### config.mk
export PLATFORM = sky130hd
export DESIGN_NAME = pc_stack_unit
export DESIGN_NICKNAME = d
export VERILOG_FILES = /design/src/rtl/pc_stack_unit.sv
export SDC_FILE = /design/constraint.sdc
export NUM_CORES = 1
export LEC_CHECK = 0
export CAP_MARGIN = 30
export CORE_MARGIN = 2
export CORE_UTILIZATION = 55
export DETAILED_ROUTE_END_ITERATION = 10
export GPL_ROUTABILITY_DRIVEN = 0
export MAX_ROUTING_LAYER = met4
export PLACE_DENSITY = 0.79
export SYNTH_ARGS = -nofsm -noshare
export SYNTH_HDL_FRONTEND = slang
export SYNTH_SLANG_ARGS = --single-unit
### constraint.sdc
create_clock -name i_clk -period 3.8 [get_ports i_clk]
set_input_delay 0.95 -clock i_clk [delete_from_list [all_inputs] [get_ports i_clk]]
set_output_delay 0.95 -clock i_clk [all_outputs]
set_load 0.02 [all_outputs]
### src/rtl/pc_stack_unit.sv
// Program-counter unit: PC register, next-PC source mux and a hardware
// return-address stack for CALL/RET and interrupt entry/return.
module pc_stack_unit #(
    parameter int              PC_W      = 10,
    parameter int              IR_W      = 18,
    parameter int              IR_LSB    = 3,
    parameter int              STK_DEPTH = 8,
    parameter logic [PC_W-1:0] INTR_VEC  = '1,
    parameter logic [PC_W-1:0] RST_VEC   = '0,
    localparam int             CNT_W     = $clog2(STK_DEPTH + 1)
) (
    input  logic             i_clk,
    input  logic             i_rst_n,
    input  logic [IR_W-1:0]  i_ir,
    input  logic [1:0]       i_pc_mux_sel,
    input  logic             i_pc_ld,
    input  logic             i_pc_inc,
    input  logic             i_call,
    input  logic             i_ret,
    input  logic             i_stk_clr,
    output logic [PC_W-1:0]  o_pc_count,
    output logic [PC_W-1:0]  o_din_mux,
    output logic [CNT_W-1:0] o_stk_depth,
    output logic             o_stk_full,
    output logic             o_stk_empty,
    output logic             o_stk_err
);

    localparam int IDX_W = $clog2(STK_DEPTH);

    logic [PC_W-1:0]  r_pc;
    logic [CNT_W-1:0] r_cnt;
    logic             r_err;
    logic [PC_W-1:0]  r_stk [STK_DEPTH];

    logic [PC_W-1:0]  w_pc_plus1;
    logic [PC_W-1:0]  w_top;
    logic [PC_W-1:0]  w_push_val;
    logic [IDX_W-1:0] w_wr_idx;
    logic [IDX_W-1:0] w_rd_idx;
    logic             w_full;
    logic             w_empty;
    logic             w_push;
    logic             w_pop;
    logic             w_conflict;

    assign w_pc_plus1 = r_pc + PC_W'(1);
    assign w_full     = (r_cnt == CNT_W'(STK_DEPTH));
    assign w_empty    = (r_cnt == '0);
    assign w_push     = i_call & ~i_ret;
    assign w_pop      = i_ret & ~i_call;
    assign w_conflict = i_call & i_ret;

    // Indices are only used when in range (write when not full, read when not empty).
    assign w_wr_idx   = IDX_W'(r_cnt);
    assign w_rd_idx   = IDX_W'(r_cnt - CNT_W'(1));
    assign w_top      = w_empty ? RST_VEC : r_stk[w_rd_idx];

    // An interrupt pushes the current PC so the interrupted instruction re-executes.
    assign w_push_val = (i_pc_mux_sel == 2'b10) ? r_pc : w_pc_plus1;

    always_comb begin
        o_din_mux = RST_VEC;
        case (i_pc_mux_sel)
            2'b00:   o_din_mux = i_ir[IR_LSB +: PC_W];
            2'b01:   o_din_mux = w_top;
            2'b10:   o_din_mux = INTR_VEC;
            default: o_din_mux = RST_VEC;
        endcase
    end

    always_ff @(posedge i_clk or negedge i_rst_n) begin
        if (!i_rst_n) begin
            r_pc <= RST_VEC;
        end else if (i_pc_ld) begin
            r_pc <= o_din_mux;
        end else if (i_pc_inc) begin
            r_pc <= w_pc_plus1;
        end
    end

    always_ff @(posedge i_clk or negedge i_rst_n) begin
        if (!i_rst_n) begin
            r_cnt <= '0;
            r_err <= 1'b0;
        end else if (i_stk_clr) begin
            r_cnt <= '0;
            r_err <= 1'b0;
        end else if (w_conflict) begin
            r_err <= 1'b1;
        end else if (w_push) begin
            if (w_full) r_err <= 1'b1;
            else        r_cnt <= r_cnt + CNT_W'(1);
        end else if (w_pop) begin
            if (w_empty) r_err <= 1'b1;
            else         r_cnt <= r_cnt - CNT_W'(1);
        end
    end

    // Stack storage carries no reset; entries above the count are never observed.
    always_ff @(posedge i_clk) begin
        if (!i_stk_clr && w_push && !w_full) begin
            r_stk[w_wr_idx] <= w_push_val;
        end
    end

    assign o_pc_count  = r_pc;
    assign o_stk_depth = r_cnt;
    assign o_stk_full  = w_full;
    assign o_stk_empty = w_empty;
    assign o_stk_err   = r_err;

endmodule
==> parameters.txt, run 1 <==
Parameter                              Value

Logic synthesis
  Combinational family with the most area after synthesis    simple AND/OR/NAND/NOR gates
  Area share of xor/xnor cells in the synthesized design    3.173%
  Multiplexer share of the synthesized area    around 11%
  Synthesized net count    about 370
  Cell variety after synth    34
  Average cell area after synthesis    ~13 µm²
  Ys Warns    0
  Part of the Yosys area used for sequential elements    between 60 and 70%
  Synthesized instance count    344
  Cell area after synthesis    ~4400 µm²
  Fraction of the mapped netlist area in compound gates    8.329%
  Simple-gate area share of the yosys netlist    11.36%
  #FFs+latches synth    95
  Adder-cell share of the synthesized area    less than 1%

Setup path
  Launch point of the worst reg-to-reg path    o_pc_count[0]
  R2R Path End    r_stk[0][8]
  Cell breakdown of the critical path    clkdlybuf4s50_1 -> nor3b_2 -> buf_4 -> nand3_1 -> o22ai_1 -> dlygate4sd2_1
  FF-to-FF path depth    4
  Slowest cell on the critical path    sky130_fd_sc_hd__clkdlybuf4s50_1
  WP data arrival    about 2.6 ns
  Register-to-register setup slack    approximately 1.6 ns
  CP Max Fanout    10
  Worst Setup End Kind    output pin
  Required arrival time at the worst endpoint    around 2.9 ns
  Longest individual stage delay on the worst path    around 0.50 ns
  Worst Path Class, Setup    in2out
  Worst Setup Start Kind    input pin

Layout
  Register cell area after layout    between 2000 and 3000 µm²
  Number of diodes    0
  Fraction of layout cells with a size suffix above 1    15.02%
  Fillers    a little under 600
  Non-Filler Instances    a little over 500
  Total area of multi-input combinational cells    approximately 1600 µm²
  Post-route core utilization    67.88%
  Synth-to-layout area growth    19.38%
  Final net count    431

Worst hold path
  Path category of the worst min-delay check    reg2reg
  Number of cells traversed by the worst hold path    2
  Beginning of the worst hold path    o_stk_err
  Hold path endpoint    o_stk_err

Clock tree
  Clock sink total    between 90 and 100
  Clock root buffer master    sky130_fd_sc_hd__clkbuf_8
  Setup Fix Bufs, Post-CTS    0
  Clock network latency to the later pin of the worst-skew pair    0.35 ns
  CTS clock-pin slew for the worst setup and hold paths    ~0.09 ns
  TritonCTS clock tree    built
  Longest Clk Path Bufs    2
  Number of buffers added to fix hold violations after cts    0
  Total clock buffers created by CTS    9
  CTS H-tree lvls    3

Timing
  Final number of setup-violating endpoints    0
  Max Clock Skew    roughly 0.008 ns
  Minimum period implied by the final worst setup slack    3.539 ns
  Final worst-path cycle share    between 90% and 100%
  Worst-margin pin slew    approximately 0.8 ns
  Maximum achievable frequency    around 0.28 GHz
  Setup repair after global routing missed its margin    false
  Hold Vio Cnt, Final    0
  Max-slew violation count    0
  Max-slew headroom    ~46%

Routing
  Number of design rule violations left after detail routing    0
  Count of vias placed by the detailed router    between 3000 and 4000
  Wire length per cell    approximately 20 µm
  Via density    slightly above 6
  Length of the first detailed-routing pass in iterations    5
  Number of DRC markers in iteration 0    around 280
  Total Routed Length    10.21 mm
  Antenna-violating nets left    0

Floorplanning
  Die height    93.61 µm
  Site row count    32
  Horizontal die dimension    around 94 µm
  Effective utilization at floorplan    about 57%
  Core Region    just under 8000 µm²
  Top-Level Pins    between 50 and 60
  Area of the die    roughly 8800 µm²

Power
  Peak ir drop on the vdd network    292.3 µV
  LEAKAGE    roughly 1.9 nW
  Total power density per cell area    ~550 nW/µm²

Placement
  Sum of net half-perimeters after detailed placement    ~6.9 mm
  Input/output buffers    45
  Cell Count Post-Placement    492

Global routing
  Antenna violations before repair    0
  Maximum number of pins on one net before global-route repair    33
  Global-route wire length before repair    between 15 and 20 mm
  Total congestion overflow after global routing    0
  Overall fraction of global-route tracks in use    24.72%
  Number of global-route vias before repair    roughly 2900

Run
  Maximum capacitance violations    0

Run status
  Run status    finished, final reports clean
[per-layer routing]
layer	track usage [%]	wire [µm]
met5	-	0
met4	10.14	293
met3	4.110	735
met2	38.43	4997
met1	32.82	4180
[layout make-up]
| class | instances | share of cell area (%) |
|---|---|---|
| Timing Repair Buffer | 65 | 11.75 |
| Clock inverter | 6 | 0.7356 |
| Inverter | 6 | 0.4271 |
| Multi-Input combinational cell | 224 | 29.57 |
| Sequential cell | 95 | 52.68 |
| Clock buffer | 10 | 2.420 |
| Tap cell | 102 | 2.420 |
[flip-flops by register name (all words and copies together) (netlist names)]
name / count
r_stk: 80
o_stk_err: 1
o_pc_count: 10
o_stk_depth: 4
[critical path, delay by kind of cell]
| family | cells | cell delay, ns |
|---|---|---|
| buffers and inverters | 3 | 1.07 |
| AND/OR/NAND/NOR | 2 | 0.34 |
| AO/OA/AOI/OAI | 1 | 0.22 |
[metrics by stage]
stage               hold WS (ns)  total power, mW  TNS (ns)  area, µm²  worst slack, ns
floorplan                 0.6477            1.977         0       4417           0.3354
global placement          0.5509            2.323   -0.6163       5079         -0.09612
detailed placement        0.5991            2.351    -1.408       5079          -0.1919
CTS                       0.6206            2.918         0       5260         0.002016
global route              0.6356            3.042         0       5273           0.1484
finish                    0.6050            2.913         0       5273           0.2608
[repair_timing]
item | CTS | global route
gates resized for setup | 8 | 5
setup endpoints to repair | 10 | 5
gates cloned | 0 | 0
[how the worst max path moves through the flow]
| stage | startpoint | end | slack, ns | cells past startpoint |
|---|---|---|---|---|
| floorplan | o_stk_depth[0] | o_din_mux[5] | 0.34 | 7 |
| global placement | o_stk_depth[0] | o_din_mux[5] | -0.1 | 7 |
| detailed placement | o_stk_depth[1] | o_din_mux[5] | -0.19 | 7 |
| CTS | i_pc_mux_sel[0] | o_din_mux[5] | 0.002 | 6 |
| global route | i_pc_mux_sel[0] | o_din_mux[7] | 0.15 | 6 |
| finish | i_pc_mux_sel[0] | o_din_mux[4] | 0.26 | 6 |
[cell usage in the layout (no fill, tap or decap), drive strengths merged, types with 9 or more instances in the layout]
cell           count
mux2i             24
o31ai             10
buf               20
mux2              22
nor2              27
nand2              9
clkbuf            10
dfrtp             15
nand3             33
edfxtp            80
a21oi             10
o22ai             15
nor3              10
o21ai             10
clkdlybuf4s50     35
xnor2             11
[logic make-up (layout without fill, tap and decap cells)]
kind of cell               Yosys count  after routing
AOI/OAI and AO/OA                   58             58
xor gates and xnor gates            16             16
adders and majority gates            3              3
buffers and inverters               25             87
DFF                                 95             95
muxes                               46             46
and+or+nand+nor                    101            101
[where the power goes]
group          switching [mW]  leakage [nW]  internal, mW
registers              0.0579         0.915          1.24
clock network           0.338        0.0736         0.235
logic                   0.607         0.863         0.436
[cells in the mapped netlist (all sizes together)]
cell type  instances  area share (%)
nand2              9            0.76
edfxtp            80              54
mux2i             24             5.4
and4               1            0.20
o21ai             10             1.1
o311a              1            0.23
a21oi             10             1.1
xor2               5            0.99
and3               2            0.28
nor2              27             2.3
nand4              6            0.85
a211oi             1            0.17
clkbuf            10            0.85
o21bai             5            0.85
mux2              22             5.6
or3                5            0.71
buf                9            0.99
o31ai             10             1.7
a31oi              4            0.57
nand3             33             3.7
a31o               1            0.20
ha                 3            0.85
xnor2             11             2.2
nand2b             4            0.57
o22ai             15             2.1
inv                6            0.51
o22a               1            0.23
nand3b             1            0.17
and3b              1            0.20
dfrtp             15             8.5
nor3b              2            0.45
nor3              10             1.1
(Power assumes the default switching activity.)
==> inputs of run 2 (changes only) <==
Settings changed: CORE_MARGIN 2 to 4, SLEW_MARGIN from default to 20.
==> run 2 against run 1 <==
Compared with the run above: flip-flop and latch count stayed put; die area is 8.7% higher; critical path depth stayed put; count of clock-buffer cells in the layout is 1 lower; clock skew is 0.0044 ns higher; combinational power hardly changed; global-route usage is 1.7 points lower; total power is 3.9% higher; via count is 0.71% lower; wire length is 2.2% higher; critical endpoint is now o_din_mux[8].
==> parameters.txt, run 2 (synthesis results as in run 1) <==
Parameter                              Value

Clock tree
  Number of buffers added to fix hold violations after cts    0
  CTS H-tree lvls    3
  TritonCTS clock tree    built
  Longest Clk Path Bufs    2
  Clock sink total    95
  Total clock buffers created by CTS    9
  Clock network latency to the later pin of the worst-skew pair    approximately 0.37 ns
  CTS clock-pin slew for the worst setup and hold paths    approximately 0.10 ns
  Clock root buffer master    sky130_fd_sc_hd__clkbuf_8

Setup path
  R2R Path End    r_stk[1][3]
  FF-to-FF path depth    5
  CP Buf/Inv Count    3
  WP data arrival    2.72 ns
  Most frequent cell on the critical path    sky130_fd_sc_hd__clkdlybuf4s50_1
  Slowest cell on the critical path    sky130_fd_sc_hd__clkdlybuf4s50_1
  Required arrival time at the worst endpoint    about 2.9 ns
  Worst Setup Start Kind    input pin
  Critical path's top delay family    buffers and inverters
  Launch point of the worst reg-to-reg path    o_stk_depth[2]
  Worst Path Class, Setup    in2out
  CP Max Fanout    10
  Longest individual stage delay on the worst path    0.62 ns
  Cell breakdown of the critical path    clkdlybuf4s50_1 -> nor3b_2 -> buf_4 -> nand3_1 -> o21ai_0 -> clkdlybuf4s50_1
  Worst Setup End Kind    output pin
  Register-to-register setup slack    about 1.6 ns

Layout
  Most frequent standard cell in the layout excluding fill and tap cells    sky130_fd_sc_hd__edfxtp_1
  Synth-to-layout area growth    19.92%
  Most used cells in the layout excluding fill and tap cells    sky130_fd_sc_hd__edfxtp_1, sky130_fd_sc_hd__clkdlybuf4s50_1, sky130_fd_sc_hd__nand3_1, sky130_fd_sc_hd__nor2_1, sky130_fd_sc_hd__mux2i_1
  Number of flip-flops in the largest register    80
  Most flop-heavy register    r_stk
  Fillers    585
  Final net count    429
  Fraction of layout cells with a size suffix above 1    14.85%
  Number of diodes    0
  Post-route core utilization    between 60% and 70%

Power
  Peak ir drop on the vdd network    approximately 320 µV
  Total power density per cell area    approximately 570 nW/µm²
  Internal    1.990 mW
  Net switching power figure    roughly 1.0 mW
  Clock network power share    23.0%
  LEAKAGE    about 1.9 nW
  Proportion of total power due to net switching    34.28%
  Combinational Power Share    34.1%
  Flop pwr share    42.9%

Floorplanning
  Effective utilization at floorplan    56.86%
  Site row count    32
  Top-Level Pins    54
  Core Region    between 7000 and 8000 µm²
  Die height    slightly below 100 µm
  Area of the die    between 9000 and 10000 µm²
  Horizontal die dimension    approximately 98 µm

Timing
  Worst-margin pin slew    0.8260 ns
  Sum of negative setup slack    0 ns
  Max Clock Skew    between 0.01 and 0.015 ns
  Worst-case setup margin in the final layout    roughly 0.13 ns
  Final number of setup-violating endpoints    0
  Max-slew headroom    about 45%
  Final worst-path cycle share    between 90% and 100%
  Hold Vio Cnt, Final    0
  Maximum achievable frequency    between 0.2 and 0.3 GHz
  Minimum period implied by the final worst setup slack    roughly 3.7 ns
  Max-slew violation count    0
  Setup repair after global routing missed its margin    false
  Smallest hold slack    0.5619 ns

Placement
  Worst slack at placement    about 0.07 ns
  Sum of net half-perimeters after detailed placement    between 6 and 7 mm
  Input/output buffers    45

Routing
  Length of the first detailed-routing pass in iterations    5
  Antenna-violating nets left    0
  Via density    6.105
  Count of vias placed by the detailed router    3089
  Wire length per cell    just over 20 µm
  Number of design rule violations left after detail routing    0
  Total Routed Length    around 10 mm
  Number of DRC markers in iteration 0    around 220

Global routing
  Number of global-route vias before repair    about 3000
  Total congestion overflow after global routing    0
  Antenna violations before repair    0
  Overall fraction of global-route tracks in use    between 20% and 30%
  Maximum number of pins on one net before global-route repair    roughly 40
  Global-route wire length before repair    roughly 16 mm

Worst hold path
  Beginning of the worst hold path    o_stk_err
  Path category of the worst min-delay check    reg2reg
  Number of cells traversed by the worst hold path    2
  Hold path endpoint    o_stk_err

Run
  Maximum capacitance violations    0

Run status
  Run status    finished, final reports clean
## run 2: cell count changes in the layout (fill, tap and decap cells not counted), sizes merged, moves of 2 or more
cell and change:
dlygate4sd2 -5, buf -2, dlymetal6s2s +4, clkinv -2, clkinvlp -2, inv +4
## run 2: timing repair
action,in CTS,in global routing
setup endpoints to repair,0,9
resized for setup,0,9
buffers inserted,0,0
## run 2: per-layer routing
layer  routed length (µm)  global-route usage [%]
met5                    0                       -
met2                 4948                   36.00
met1                 4208                   28.56
met3                 1056                   7.609
met4                  218                   7.242
## run 2: power by group through the flow
| stage | combinational [mW] | clock (mW) | sequential, mW |
|---|---|---|---|
| finish | 1.03 | 0.696 | 1.30 |
| global route | 1.11 | 0.755 | 1.31 |
| CTS | 1.03 | 0.705 | 1.30 |
| detailed placement | 1.03 | 0 | 1.32 |
| global placement | 1.00 | 0 | 1.32 |
| floorplan | 0.634 | 0 | 1.34 |
## run 2: area by class of cell
| cell class | count | area, µm² | share of cell area [%] |
|---|---|---|---|
| flip-flops and latches | 95 | 2778 | 52.44 |
| multi-input cells | 224 | 1538 | 29.03 |
| repair buffers | 63 | 620.6 | 11.72 |
| well taps | 102 | 127.6 | 2.410 |
| clock buffers | 9 | 123.9 | 2.339 |
| clock inverters | 7 | 86.33 | 1.630 |
| inverters | 6 | 22.52 | 0.4252 |
## run 2: how the worst max path moves through the flow
stage | start | slack (ns) | end | depth (start not counted)
floorplan | o_stk_depth[0] | 0.34 | o_din_mux[5] | 7
global placement | i_pc_mux_sel[0] | 0.08 | o_din_mux[3] | 6
detailed placement | i_pc_mux_sel[0] | 0.07 | o_din_mux[9] | 6
CTS | o_stk_depth[1] | 0.06 | o_din_mux[3] | 7
global route | i_pc_mux_sel[0] | 0.01 | o_din_mux[8] | 6
finish | i_pc_mux_sel[0] | 0.13 | o_din_mux[8] | 6
## run 2: metrics by stage
stage	power, mW	instance area, µm²	instances
2_1_floorplan	1.977	4417	344
3_3_place_gp	2.320	5064	490
3_5_place_dp	2.350	5064	490
4_1_cts	3.034	5274	506
5_1_grt	3.169	5296	506
6_report	3.028	5296	506
## run 2: worst reg2reg max path, delay by kind of cell, from the launching register on
family | cells | cell delay [ns]
and+or+nand+nor | 4 | 0.98
buffers and inverters | 1 | 0.26
DFF | 1 | 0.64
==> inputs of run 3 (changes only) <==
Settings changed: TNS_END_PERCENT from default to 1.
==> results of run 3 <==
No change in the layout: final DEF, timing and power equal those of run 2.
